## config.mk

```make
export PLATFORM = sky130hd
export DESIGN_NAME = vga_sync_receiver
export DESIGN_NICKNAME = d
export VERILOG_FILES = /design/src/rtl/vga_sync_receiver.sv
export SDC_FILE = /design/constraint.sdc
export NUM_CORES = 1
export LEC_CHECK = 0
export BUFFER_PORTS_ARGS = -buffer_cell sky130_fd_sc_hd__buf_4
export CORE_MARGIN = 1
export CORE_UTILIZATION = 60
export CTS_CLUSTER_DIAMETER = 120
export DETAILED_ROUTE_END_ITERATION = 10
export GPL_ROUTABILITY_DRIVEN = 0
export PLACE_DENSITY = 0.83
export SYNTH_ARGS = -nofsm -noshare
export SYNTH_HDL_FRONTEND = slang
export SYNTH_SLANG_ARGS = --single-unit
```

## constraint.sdc

```tcl
create_clock -name i_Clk -period 5.9 [get_ports i_Clk]
set_clock_uncertainty 0.05 [all_clocks]
set_input_delay 1.18 -clock i_Clk [delete_from_list [all_inputs] [get_ports i_Clk]]
set_output_delay 1.18 -clock i_Clk [all_outputs]
set_load 0.01 [all_outputs]
```

## src/rtl/vga_sync_receiver.sv

```systemverilog
// VGA receive-side timing recovery: rebuilds pixel coordinates from the sync edges,
// checks line/frame lengths and forwards coordinate-tagged active pixels once locked.
//
// state      | meaning
// UNLOCKED   | idle, waiting for a VSync fall to begin checking
// CHECKING   | measuring frames, counting consecutive good ones
// LOCKED     | timing verified, active pixels forwarded
module vga_sync_receiver #(
  parameter int c_VIDEO_WIDTH    = 3,
  parameter int c_TOTAL_COLS     = 800,
  parameter int c_TOTAL_ROWS     = 525,
  parameter int c_ACTIVE_COLS    = 640,
  parameter int c_ACTIVE_ROWS    = 480,
  parameter int c_H_ACTIVE_START = 144,
  parameter int c_V_ACTIVE_START = 35,
  parameter int c_LOCK_FRAMES    = 2
) (
  input  logic                     i_Clk,
  input  logic                     i_Reset,
  input  logic                     i_HSync,
  input  logic                     i_VSync,
  input  logic [c_VIDEO_WIDTH-1:0] i_Red_Video,
  input  logic [c_VIDEO_WIDTH-1:0] i_Grn_Video,
  input  logic [c_VIDEO_WIDTH-1:0] i_Blu_Video,
  output logic                     o_Locked,
  output logic                     o_Active,
  output logic [9:0]               o_Col,
  output logic [9:0]               o_Row,
  output logic [c_VIDEO_WIDTH-1:0] o_Red_Video,
  output logic [c_VIDEO_WIDTH-1:0] o_Grn_Video,
  output logic [c_VIDEO_WIDTH-1:0] o_Blu_Video,
  output logic                     o_Frame_Start
);
  localparam int VW = 3 * c_VIDEO_WIDTH;
  localparam int GW = $clog2(c_LOCK_FRAMES + 1);

  localparam logic [1:0] S_UNLOCKED = 2'd0;
  localparam logic [1:0] S_CHECKING = 2'd1;
  localparam logic [1:0] S_LOCKED   = 2'd2;

  localparam logic [9:0]    CNT_MAX   = 10'h3FF;
  localparam logic [10:0]   LINE_LEN  = 11'(c_TOTAL_COLS);
  localparam logic [9:0]    FRAME_LEN = 10'(c_TOTAL_ROWS);
  localparam logic [9:0]    H_LO      = 10'(c_H_ACTIVE_START);
  localparam logic [10:0]   H_HI      = 11'(c_H_ACTIVE_START + c_ACTIVE_COLS);
  localparam logic [9:0]    V_LO      = 10'(c_V_ACTIVE_START);
  localparam logic [10:0]   V_HI      = 11'(c_V_ACTIVE_START + c_ACTIVE_ROWS);
  localparam logic [GW-1:0] GOOD_LAST = GW'(c_LOCK_FRAMES - 1);

  logic          hs_r1_q, hs_r2_q, vs_r1_q, vs_r2_q;
  logic [VW-1:0] vid_r1_q, vid_r2_q;
  logic [9:0]    h_cnt_q, h_cnt_d;
  logic [9:0]    line_cnt_q, line_cnt_d;
  logic [1:0]    state_q, state_d;
  logic [GW-1:0] good_cnt_q, good_cnt_d;
  logic          hs_seen_q, hs_seen_d;
  logic          frame_bad_q, frame_bad_d;

  logic hs_fall, vs_fall, line_bad, frame_bad;
  logic h_in, v_in, active;

  assign hs_fall = hs_r2_q & ~hs_r1_q;
  assign vs_fall = vs_r2_q & ~vs_r1_q;

  always_comb begin
    h_cnt_d = h_cnt_q;
    if (hs_fall) begin
      h_cnt_d = '0;
    end else if (h_cnt_q != CNT_MAX) begin
      h_cnt_d = h_cnt_q + 10'd1;
    end
  end

  // VSync wins over a coincident HSync fall
  always_comb begin
    line_cnt_d = line_cnt_q;
    if (vs_fall) begin
      line_cnt_d = '0;
    end else if (hs_fall && (line_cnt_q != CNT_MAX)) begin
      line_cnt_d = line_cnt_q + 10'd1;
    end
  end

  // a saturated h_cnt means HSync has gone missing: treat as a bad line
  assign line_bad  = (hs_fall & hs_seen_q & (({1'b0, h_cnt_q} + 11'd1) != LINE_LEN))
                   | (h_cnt_q == CNT_MAX);
  assign frame_bad = vs_fall & ((line_cnt_q != FRAME_LEN) | frame_bad_q | line_bad);

  always_comb begin
    state_d     = state_q;
    good_cnt_d  = good_cnt_q;
    hs_seen_d   = hs_seen_q | hs_fall;
    frame_bad_d = frame_bad_q;
    case (state_q)
      S_UNLOCKED: begin
        hs_seen_d   = 1'b0;
        frame_bad_d = 1'b0;
        good_cnt_d  = '0;
        if (vs_fall) begin
          state_d = S_CHECKING;
        end
      end
      S_CHECKING: begin
        if (vs_fall) begin
          frame_bad_d = 1'b0;
          if (frame_bad) begin
            good_cnt_d = '0;
          end else if (good_cnt_q == GOOD_LAST) begin
            state_d = S_LOCKED;
          end else begin
            good_cnt_d = good_cnt_q + GW'(1);
          end
        end else if (line_bad) begin
          frame_bad_d = 1'b1;
        end
      end
      S_LOCKED: begin
        frame_bad_d = 1'b0;
        if (line_bad || frame_bad) begin
          state_d = S_UNLOCKED;
        end
      end
      default: state_d = S_UNLOCKED;
    endcase
  end

  always_ff @(posedge i_Clk) begin
    if (i_Reset) begin
      hs_r1_q     <= 1'b1;
      hs_r2_q     <= 1'b1;
      vs_r1_q     <= 1'b1;
      vs_r2_q     <= 1'b1;
      vid_r1_q    <= '0;
      vid_r2_q    <= '0;
      h_cnt_q     <= '0;
      line_cnt_q  <= '0;
      state_q     <= S_UNLOCKED;
      good_cnt_q  <= '0;
      hs_seen_q   <= 1'b0;
      frame_bad_q <= 1'b0;
    end else begin
      hs_r1_q     <= i_HSync;
      hs_r2_q     <= hs_r1_q;
      vs_r1_q     <= i_VSync;
      vs_r2_q     <= vs_r1_q;
      vid_r1_q    <= {i_Red_Video, i_Grn_Video, i_Blu_Video};
      vid_r2_q    <= vid_r1_q;
      h_cnt_q     <= h_cnt_d;
      line_cnt_q  <= line_cnt_d;
      state_q     <= state_d;
      good_cnt_q  <= good_cnt_d;
      hs_seen_q   <= hs_seen_d;
      frame_bad_q <= frame_bad_d;
    end
  end

  // counters run one stage behind r1, so they line up with the pixel in r2
  assign h_in   = (h_cnt_q >= H_LO) && ({1'b0, h_cnt_q} < H_HI);
  assign v_in   = (line_cnt_q >= V_LO) && ({1'b0, line_cnt_q} < V_HI);
  assign active = (state_q == S_LOCKED) && h_in && v_in;

  assign o_Locked      = (state_q == S_LOCKED);
  assign o_Active      = active;
  assign o_Col         = active ? (h_cnt_q - H_LO) : '0;
  assign o_Row         = active ? (line_cnt_q - V_LO) : '0;
  assign {o_Red_Video, o_Grn_Video, o_Blu_Video} = active ? vid_r2_q : '0;
  assign o_Frame_Start = active && (h_cnt_q == H_LO) && (line_cnt_q == V_LO);

endmodule

```

After elaboration in Yosys (flattened, before gate mapping)
Index checks and enable logic that the tools add are counted.

word-level totals
  flip-flop bits (word level) = 48
  output and inout port bits = 32

cells by class
  add/subtract/negate cells = 6
  magnitude comparators = 4
  equal/unequal tests = 17
  mux-type cells = 16
  bitwise gates (word level) = 11
  reductions and logical operators = 18

operators with widths
  cell                                                                 count
  != test 10 bit (second input constant)                               3
  adder 10 x 1 -> 10 bit (second input constant)                       2
  < comparator 10 bit (second input constant)                          2
  2-to-1 mux 10 bit                                                    2
  2-to-1 mux 2 bit                                                     8
  adder 10 x 1 -> 11 bit (second input constant)                       1
  != test 11 x 10 -> 1 bit (second input constant)                     1
  equality test 10 bit (second input constant)                         1
  equality test 10 x 6 -> 1 bit (second input constant)                1
  equality test 10 x 8 -> 1 bit (second input constant)                1
  greater-or-equal comparator 10 x 6 -> 1 bit (second input constant)  1
  greater-or-equal comparator 10 x 8 -> 1 bit (second input constant)  1
  subtractor 10 x 6 -> 10 bit (second input constant)                  1
  subtractor 10 x 8 -> 10 bit (second input constant)                  1
  2-to-1 mux 9 bit                                                     1
  != test 2 bit (second input constant)                                4
  OR reduction 2 bit                                                   4
  logical AND 1 bit                                                    7
  != test 3 bit (second input constant)                                2
  one-hot mux 2 bit (3 select lines)                                   1
  AND 1 bit                                                            5
  AND reduction 5 bit                                                  1
  equality test 2 x 1 -> 1 bit (second input constant)                 2
  OR 1 bit                                                             4
  12 further kinds                                                     15

Longest topological paths before layout
Gate-level depths: netlist (run 1).

  word-level depth = 10
  gate-level depth with buffers = 9
  gate-level depth less buffers = 8

Least setup slack after synthesis (run 1)
Ideal clock, no wire load.

  path kind = register to output
  start point = register line_cnt_q[0]
  end point = output o_Col[7]
  data arrival time = 1.661 ns
  data required time = 4.670 ns
  setup slack = 3.009 ns
  stages on the path, launching flop included = 8
  path buffers = 1
  path through = dfxtp_1 ha_1 o41ai_4 and2_1 o32ai_2 nand4_2 buf_6 nor3_1

on the way
  word-level cells in the longest chain between the ends = 4
  elaborated cells between the ends (all ways) = 5

ends and longest elaborated chain
  what                                                                                       RTL line  text
  start: declaration                                                                         53        logic [9:0] line_cnt_q, line_cnt_d;
  start signal: assignment                                                                   149       line_cnt_q <= line_cnt_d;
  greater-or-equal comparator 10 x 6 -> 1 bit / < comparator 10 bit (equally long branches)  159       assign v_in = (line_cnt_q >= V_LO) && ({1'b0, line_cnt_q} < V_HI);
  logical AND 1 bit *                                                                        159
  logical AND 1 bit *                                                                        160       assign active = (state_q == S_LOCKED) && h_in && v_in;
  2-to-1 mux 10 bit *                                                                        164       assign o_Col = active ? (h_cnt_q - H_LO) : '0;
  end: declaration                                                                           27        output logic [9:0] o_Col,

Mark *: on every way between the ends. The rest lies on a longest branch, timed or not.

Final worst setup path (run 1)
  start point = register line_cnt_q[0]
  end point = output o_Col[2]

Same word-level chain as after synthesis.

==> results.md, run 1 <==
- Outcome: complete, no violations
- Post-route minimum period: roughly 4.4 ns
- H-tree levels: 2
- Async SR Flop Fraction: 0%
- Crit path max-delay family: simple AND/OR/NAND/NOR gates
- Seq/Total Area, Yosys: between 30% and 40%
- Core footprint: ~0.0041 mm2
- Setup crit start kind: flop
- I/O pin cnt: between 40 and 50
- Leakage: 1.236 nW
- Actual slew at the worst max-slew pin: 0.6988 ns
- TritonCTS clock tree: done
- Die W: between 60 and 70 um
- Setup-failing EPs final: 0
- Yosys reg bits: 48
- Layout cell share with drive strength beyond 1: a little under a quarter
- Max-cap viol count: 0
- Gr usage total: 23.24%
- Post-Layout Cell Count: 383
- Commonest non-fill, non-tap cells in the layout: dfxtp_1, buf_4, nor2_1
- Mapped Nets: 323
- PwrDens: 185.3 mW/mm2
- Initial DRC Count: ~150
- R2r setup slk: 3.62 ns
- Diode count: 0
- Post-synth EDFFs: 0
- Post-Syn Area: about 0.0027 mm2
- Worst path most repeated cell: and2_1
- Post-route clock period utilization: around three quarters
- Area Overhead vs Synth: 12.48%
- Post-CTS Resized: 0
- Setup Buffers After CTS: 0
- Crit-path max FO: 20
- Commonest non-fill, non-tap cell in the layout: dfxtp_1
- Top cell type by total area after synthesis: dfxtp_1
- CP bufs+invs: 2
- Synthesized area per cell: ~9 um2
- Vias in the first global route: 1788
- CP Capture Type: output pin
- Rel. slew slack: 53.30%
- Initial antenna violation count: 0
- CP peak stage delay: about 0.60 ns
- CTS Buffer Depth: 2
- Ys Warns: 0
- Final slew viol count: 0
- Final net count: 354
- Cells after DPL: between 300 and 400
- Initial core utilization: roughly 65%
- Die height: slightly below 70 um
- First-pass GRT wire length: just under 8 mm
- Worst Hold Class: flop to flop
- Clk slew on worst S/H paths: 0.08 ns
- Synth Flop Type: dfxtp_1
- Gr ovfl total: 0
- Vias per inst: approximately 5.5
- Total Wirelength: 5.340 mm
- Worst path cell trace: ha_1 -> o41ai_4 -> and2_1 -> o32ai_2 -> nand4_2 -> inv_1 -> and2_1 -> buf_4
- Slowest cell on crit path: nand4_2
- Post-Syn Instances: 302
- Post-synth top area share: between 30% and 40%
- Max rail drop VDD: between 0.0001 and 0.00015 V
- Worst EP required: 4.67 ns
- Rows: 23
- WHS: 0.3875 ns
- Fmax: about 230 MHz
- Setup TNS: 0 ns
- CP Data Arrival Time: between 3 and 4 ns
- DIE AREA: ~0.0047 mm2
- Total CTS buffers: 5
- Largest net degree at the start of global routing: 27
- Final HPWL DP: between 3 and 4 mm
- Skew-Pair Late Insertion Delay: about 0.29 ns
- Synth unique cells: a little under 60
- Clock root cell: clkbuf_8
- Port Buffers: 44
- DR DRC count: 0
- WS Path Type: flop to output pin
- DRT antenna net count: 0
- Post-DR wirelength/cell: between 10 and 15 um
- Synth top area cells: dfxtp_1, nor2b_1, nor2_1
- Via count: 2123
- Clock Sinks: 48
- Final Hold Vio Count: 0
- RSZ-0062 raised after global routing: no
- DR pass1 iterations: 4
- Post-CTS Hold Buffers: 0
-- per-layer routing --
layer / vias to the layer above / global-route usage (%) / share of wire [%]
met4: 0 / 6.250 / 1.6
met3: 10 / 5.921 / 4.0
met2: 45 / 40.20 / 50
li1: 1086 / - / -
met1: 982 / 28.40 / 44
met5: - / 0 / 0
-- cell type report --
| cell class | instances | area, um2 |
|---|---|---|
| clock buffer | 5 | 68.82 |
| clock inverter | 2 | 12.51 |
| fill | 347 | 1126 |
| inverter | 10 | 37.54 |
| multi-input combinational | 224 | 1516 |
| sequential | 48 | 960.9 |
| tap | 50 | 62.56 |
| timing repair buffer | 44 | 330.3 |
-- metrics by stage --
stage / setup WS (ns) / total power, mW / util [%] / cell area (um2)
floorplan: 3.009 / 0.3677 / - / 2658
global placement: 1.960 / 0.3785 / 70.66 / 2908
global route: 1.236 / 0.5790 / 72.64 / 2989
CTS: 1.476 / 0.5586 / 72.64 / 2989
detailed placement: 1.865 / 0.3802 / 70.66 / 2908
finish: 1.499 / 0.5540 / 72.64 / 2989
-- cells by family after synthesis --
logic type                 after synthesis  synth area share (%)
muxes                                    1                0.3767
xor gates and xnor gates                23                 7.580
DFF                                     48                 36.16
adders and majority gates                8                 3.767
and+or+nand+nor                        154                 33.66
buffers and inverters                   30                 6.780
AOI/OAI and AO/OA                       38                 11.68
-- registers in the layout, summed over array words and instances, names as in the netlist --
signal	cells
hs_r1_q	1
vs_r2_q	1
hs_r2_q	1
line_cnt_q	10
vid_r2_q	9
h_cnt_q	10
hs_seen_q	1
state_q	2
frame_bad_q	1
vid_r1_q	9
vs_r1_q	1
good_cnt_q	2
-- power breakdown --
part / switching [mW] / total [mW] / internal (mW) / leakage (nW)
Sequential: 0.00699 / 0.340 / 0.333 / 0.393
Combinational: 0.0163 / 0.0317 / 0.0154 / 0.804
Clock: 0.102 / 0.182 / 0.0802 / 0.0400
Total: 0.125 / 0.554 / 0.429 / 1.24
-- path summary, 6_finish.rpt --
kind | start | to | cells past startpoint
worst max-delay path | line_cnt_q[0]$_SDFFE_PP0P_ | o_Col[2] | 8
worst max register to register | h_cnt_q[0]$_SDFFE_PP0N_ | state_q[0]$_SDFFE_PP0P_ | 6
worst min register to register | vid_r1_q[6]$_SDFF_PP0_ | vid_r2_q[6]$_SDFF_PP0_ | 1
worst min-delay path | vid_r1_q[6]$_SDFF_PP0_ | vid_r2_q[6]$_SDFF_PP0_ | 1
-- Yosys cell counts (all sizes together), types with 10 or more instances --
cell and count:
a21oi 10, xnor2 12, xor2 11, and2 14, nor2b 22, nand2 13, nand3 10, inv 10
nor2 45, nand4 10, dfxtp 48, buf 15
No activity file was read; power rests on OpenSTA's default activity.
==> run 2: changes to the inputs <==
--- a/config.mk
+++ b/config.mk
@@ -5,13 +5,14 @@
 export SDC_FILE = /design/constraint.sdc
 export NUM_CORES = 1
 export LEC_CHECK = 0
+export ABC_AREA = 1
 export BUFFER_PORTS_ARGS = -buffer_cell sky130_fd_sc_hd__buf_4
 export CORE_MARGIN = 1
-export CORE_UTILIZATION = 60
+export CORE_UTILIZATION = 50
 export CTS_CLUSTER_DIAMETER = 120
 export DETAILED_ROUTE_END_ITERATION = 10
 export GPL_ROUTABILITY_DRIVEN = 0
-export PLACE_DENSITY = 0.83
+export PLACE_DENSITY = 0.74
 export SYNTH_ARGS = -nofsm -noshare
 export SYNTH_HDL_FRONTEND = slang
 export SYNTH_SLANG_ARGS = --single-unit
==> constraint.sdc (replaced) <==
create_clock -name i_Clk -period 3.75 [get_ports i_Clk]
set_clock_uncertainty 0.05 [all_clocks]
set_input_delay 0.75 -clock i_Clk [delete_from_list [all_inputs] [get_ports i_Clk]]
set_output_delay 0.75 -clock i_Clk [all_outputs]
set_load 0.01 [all_outputs]
==> results.md, run 2 <==
- Outcome: complete, no violations
- Post-CTS Hold Buffers: 0
- Most common cell in the netlist: nor2_1
- CP Capture Type: output pin
- DR DRC count: 0
- Synth top area cells: dfxtp_1, nor2_1, inv_1
- Max-cap viol count: 0
- Crit-path max FO: 13
- XOR/XNOR Fraction of Synth Area: 3.450%
- Layout cell share with drive strength beyond 1: 17.49%
- Port Buffers: 44
- Post-Syn Area: 0.002539 mm2
- Top Registers: h_cnt_q (10), line_cnt_q (10)
- Fmax: 304.8 MHz
- Setup TNS: 0 ns
- Commonest non-fill, non-tap cells in the layout: nor2_1, inv_1, nand2_1
- Post-DR wirelength/cell: roughly 11 um
- Synth cell count leaders: nor2_1, inv_1, nand2_1
- Final instance area: about 0.003 mm2
- Clock Sinks: 48
- WHS: around 0.35 ns
- Gr usage total: 21.46%
- Clk slew on worst S/H paths: ~0.10 ns
- H-tree levels: 2
- First-pass GRT wire length: a little under 9 mm
- Simple-gate portion of the synthesized area: roughly a third
- Async SR Flop Fraction: 0%
- Yosys reg bits: between 40 and 50
- Total Wirelength: between 5 and 6 mm
- Gr ovfl total: 0
- Post-CTS Resized: 0
- Core footprint: around 0.0048 mm2
- Largest family of logic cells by synthesized area: simple AND/OR/NAND/NOR gates
- TritonCTS clock tree: done
- Die height: around 73 um
- Die W: about 73 um
- Mapped Nets: ~400
- Worst Hold Class: flop to flop
- CTS Buffer Depth: 2
- Pre-CTS WS: about 0.82 ns
- I/O pin cnt: 45
- Post-route clock period utilization: 87.48%
- Ys Warns: 0
- Final net count: approximately 440
- Diode count: 0
- Post-synth EDFFs: 0
- Final slew viol count: 0
- Post-route minimum period: approximately 3.3 ns
- Synth Area in Adders: around 3.9%
- PwrDens: around 330 mW/mm2
- Post-synthesis mux area share: 0%
- Actual slew at the worst max-slew pin: about 0.43 ns
- Max rail drop VDD: about 0.00033 V
- Cells after DPL: a little under 500
- DP Area: approximately 0.0029 mm2
- Synth unique cells: 32
- Top cell type by total area after synthesis: dfxtp_1
- Initial antenna violation count: 0
- Synthesized area per cell: roughly 6.7 um2
- DRT antenna net count: 0
- WS Path Type: flop to output pin
- RSZ-0062 raised after global routing: no
- Setup-failing EPs final: 0
- Rel. slew slack: between 70% and 80%
- Post-Syn Instances: 378
- DR pass1 iterations: 4
- Synth Flop Type: dfxtp_1
- Vias in the first global route: 2039
- Rows: 25
- Final Hold Vio Count: 0
- Final core occ: 62.83%
- Seq/Total Area, Yosys: between 30% and 40%
- Overall power: 0.9933 mW
- Via count: between 2k and 2.5k
- DIE AREA: roughly 0.0054 mm2
- Clock root cell: clkbuf_8
- Initial DRC Count: about 180
- Skew-Pair Late Insertion Delay: 0.30 ns
- Leakage: ~1.5 nW
- Fillers: 471
- Setup Buffers After CTS: 0
- Total CTS buffers: 5
- Commonest non-fill, non-tap cell in the layout: nor2_1
- Final HPWL DP: between 3 and 4 mm
- Final setup margin: 0.4697 ns
- Post-synth top area share: between 30% and 40%
- Vias per inst: ~4.8
- Post-Layout Cell Count: a little under 500
- Initial core utilization: 52.70%
- Worst EP required: between 2 and 3 ns
- Setup crit start kind: flop
- Area Overhead vs Synth: 19.22%
- CP Data Arrival Time: 2.48 ns
- Compound-Gate Fraction of Synth Area: just over 10%
- R2r setup slk: 1.64 ns
- Largest net degree at the start of global routing: 26
==> run 2: cell types whose count changed after synthesis, sizes merged, moves of 7 or more <==
cell   previous run  this run
o21ai             5        15
xnor2            12         1
and2             14         0
nand2            13        72
nor2b            22         0
a21oi            10        24
nor2             45        76
inv              10        73
buf              15         6
and3              7         0
==> run 2: power breakdown <==
part	internal [mW]	switching (mW)	total, mW
registers	0.528	0.00977	0.537
logic	0.0311	0.0458	0.0769
clock network	0.201	0.178	0.379
==> run 2: worst paths after layout <==
| path | to | cells after the start | start |
|---|---|---|---|
| worst max-delay path | o_Col[7] | 12 | h_cnt_q[4]$_SDFFE_PP0N_ |
| worst min-delay path | vid_r2_q[0]$_SDFF_PP0_ | 2 | vid_r1_q[0]$_SDFF_PP0_ |
| worst max register to register | good_cnt_q[0]$_SDFFE_PP0P_ | 12 | h_cnt_q[0]$_SDFFE_PP0N_ |
| worst min register to register | vid_r2_q[0]$_SDFF_PP0_ | 2 | vid_r1_q[0]$_SDFF_PP0_ |
==> run 2: critical path, cell delays in order (launching register included) <==
cell and delay [ns]:
dfxtp_1 0.46, inv_1 0.11, ha_1 0.22, nand2_1 0.11
nand2_1 0.09, nand3_1 0.10, o211ai_1 0.10, nor3_1 0.17
nand2_1 0.29, inv_1 0.18, o21ai_0 0.10, a21oi_1 0.13
buf_4 0.14
==> run 2: metal layers <==
metal	vias to the layer above	GRT usage [%]	wire length, um
li1	1244	-	-
met1	1033	28.39	2430
met2	68	34.57	2395
met3	4	4.938	327
met4	0	6.972	44
met5	-	0	0
==> run 2: kinds of logic (layout without fill, tap and decap cells) <==
logic type	count (synthesis)	in the layout
AND/OR/NAND/NOR	184	184
adder cells (fa/ha/maj)	8	8
AO/OA/AOI/OAI	46	46
XOR/XNOR	10	10
flip-flops	48	48
buffers and inverters	82	127
==> run 2: layout make-up <==
type	instances	area [um2]	share of cell area, %
sequential	48	960.9	31.75
timing repair buffer	46	345.3	11.41
inverter	73	274.0	9.053
tap	67	83.83	2.770
clock buffer	5	68.82	2.274
clock inverter	3	46.29	1.530
multi-input combinational	248	1247	41.22
==> run 3: changes to the inputs <==
==> constraint.sdc (replaced) <==
create_clock -name i_Clk -period 2.8 [get_ports i_Clk]
set_clock_uncertainty 0.05 [all_clocks]
set_input_delay 0.56 -clock i_Clk [delete_from_list [all_inputs] [get_ports i_Clk]]
set_output_delay 0.56 -clock i_Clk [all_outputs]
set_load 0.01 [all_outputs]
==> results.md, run 3 (synthesis results as in run 2) <==
- Outcome: complete, no violations
- Post-DR wirelength/cell: ~11 um
- DIE AREA: 0.005366 mm2
- Vias in the first global route: ~2.1k
- Cells after DPL: roughly 480
- Commonest non-fill, non-tap cells in the layout: inv_1, nand2_1, nor2_1
- H-tree levels: 2
- CP Capture Type: output pin
- Rel. slew slack: 72.35%
- Die W: about 73 um
- Gr usage total: approximately a fifth
- Worst Hold Class: flop to flop
- Clk slew on worst S/H paths: 0.09 ns
- TritonCTS clock tree: done
- Initial core utilization: between 50% and 60%
- Layout cell share with drive strength beyond 1: 29.66%
- Total CTS buffers: 5
- CP peak stage delay: 0.40 ns
- Commonest non-fill, non-tap cell in the layout: inv_1
- Post-route clock period utilization: between 90% and 100%
- Max rail drop VDD: 0.0004406 V
- Final net count: 455
- I/O pin cnt: 45
- Die height: roughly 73 um
- Initial DRC Count: ~170
- Port Buffers: 44
- Clock root cell: clkbuf_8
- DRT antenna net count: 0
- Diode count: 0
- CP bufs+invs: 3
- Fmax: around 360 MHz
- PwrDens: approximately 390 mW/mm2
- Largest net degree at the start of global routing: 26
- Setup-failing EPs final: 0
- Final HPWL DP: about 3.9 mm
- Top Registers: h_cnt_q (10), line_cnt_q (10)
- Post-CTS Hold Buffers: 0
- Final Hold Vio Count: 0
- CP Data Arrival Time: 2.18 ns
- First-pass GRT wire length: roughly 9 mm
- CTS Buffer Depth: 2
- DR pass1 iterations: 4
- Overall power: about 1.3 mW
- Slowest cell on crit path: dfxtp_4
- Crit path max-delay family: simple AND/OR/NAND/NOR gates
- DR DRC count: 0
- Worst path cell trace: inv_1 -> ha_2 -> nand2_2 -> nand2_2 -> nand3_2 -> o211ai_1 -> nor3_2 -> nand2_4 -> buf_8 -> a21oi_2 -> buf_4
- RSZ-0062 raised after global routing: yes
- Rows: 25
- Total Wirelength: around 5.7 mm
- Clock Sinks: between 40 and 50
- Crit-path max FO: 8
- Core footprint: 0.004817 mm2
- Initial antenna violation count: 0
- Post-Layout Cell Count: around 500
- Final core occ: 70.36%
- WHS: approximately 0.35 ns
- Post-route minimum period: 2.791 ns
- Area Overhead vs Synth: 33.51%
- Gr ovfl total: 0
- Worst path most repeated cell: nand2_2
- Skew-Pair Late Insertion Delay: 0.30 ns
- Vias per inst: 4.914
- Final slew viol count: 0
- Worst EP required: about 2.2 ns
- WS Path Type: flop to output pin
- Fillers: 424
- Max-cap viol count: 0
- Leakage: 1.571 nW
- Via count: between 2k and 2.5k
- Actual slew at the worst max-slew pin: around 0.41 ns
- Setup crit start kind: flop
-- run 3: cell types whose count changed in the layout (fill, tap and decap cells not counted), moves of 3 or more --
cell	before	now
ha_1	8	5
inv_1	71	66
nor2_1	73	51
inv_4	0	3
nand2_1	67	64
nor2_4	1	13
dfxtp_4	0	4
dfxtp_1	48	43
nor2_2	2	12
buf_6	0	12
-- run 3: through the flow --
stage	TNS, ns	setup slack, ns	cell area [um2]
2_1_floorplan	0	0.5217	2539
5_1_grt	-2.796	-0.1442	3390
6_report	0	0.008767	3390
3_3_place_gp	0	0.2512	2927
3_5_place_dp	0	0.1385	2927
4_1_cts	0	0.004824	3055
-- run 3: power by group --
group	total, mW	internal, mW	switching [mW]	leakage, nW
Clock	0.503	0.269	0.234	0.0583
Sequential	0.718	0.705	0.0134	0.396
Combinational	0.117	0.0471	0.0698	1.12
Total	1.34	1.02	0.317	1.57
-- run 3: final timing paths --
check	cells past startpoint	from	slack, ns	to
setup reg to reg	13	h_cnt_q[0]$_SDFFE_PP0N_	0.65	good_cnt_q[0]$_SDFFE_PP0P_
hold reg to reg	2	vid_r1_q[3]$_SDFF_PP0_	0.35	vid_r2_q[3]$_SDFF_PP0_
hold / removal	2	vid_r1_q[3]$_SDFF_PP0_	0.35	vid_r2_q[3]$_SDFF_PP0_
setup / recovery	11	h_cnt_q[4]$_SDFFE_PP0N_	0.009	o_Row[8]
-- run 3: layer usage --
layer  global-route usage [%]  vias to the layer above  part of all wire (%)
met5                        0                        -                     0
met1                    27.16                     1120                    46
met2                    35.80                       62                    48
met4                    5.229                        0                   1.7
li1                         -                     1275                     -
met3                    3.292                       10                   3.8
-- run 3: worst register-to-register path, cell delays in order, from the launching register on --
cell	delay, ns
dfxtp_4	0.37
buf_4	0.12
ha_1	0.21
nand2_2	0.12
nor2_4	0.13
nand2_1	0.08
nor2_2	0.19
inv_1	0.22
nand3_2	0.13
nand2_2	0.06
nand2_2	0.07
nand3_2	0.10
a21oi_1	0.14
nor2_1	0.05
-- run 3: layout make-up --
type	instances	area (um2)	share of cell area, %
inverters	73	281.5	8.306
multi-input cells	248	1425	42.05
clock buffers	5	68.82	2.030
flip-flops and latches	48	977.2	28.83
well taps	67	83.83	2.473
clock inverters	3	47.55	1.403
repair buffers	58	505.5	14.91
-- run 3: timing repair --
| action | in CTS | in global routing |
|---|---|---|
| cloned | 0 | 2 |
| pin swaps | 0 | 4 |
| setup endpoints to repair | 24 | 24 |
| buffers inserted | 0 | 8 |
| gates resized for setup | 5 | 76 |
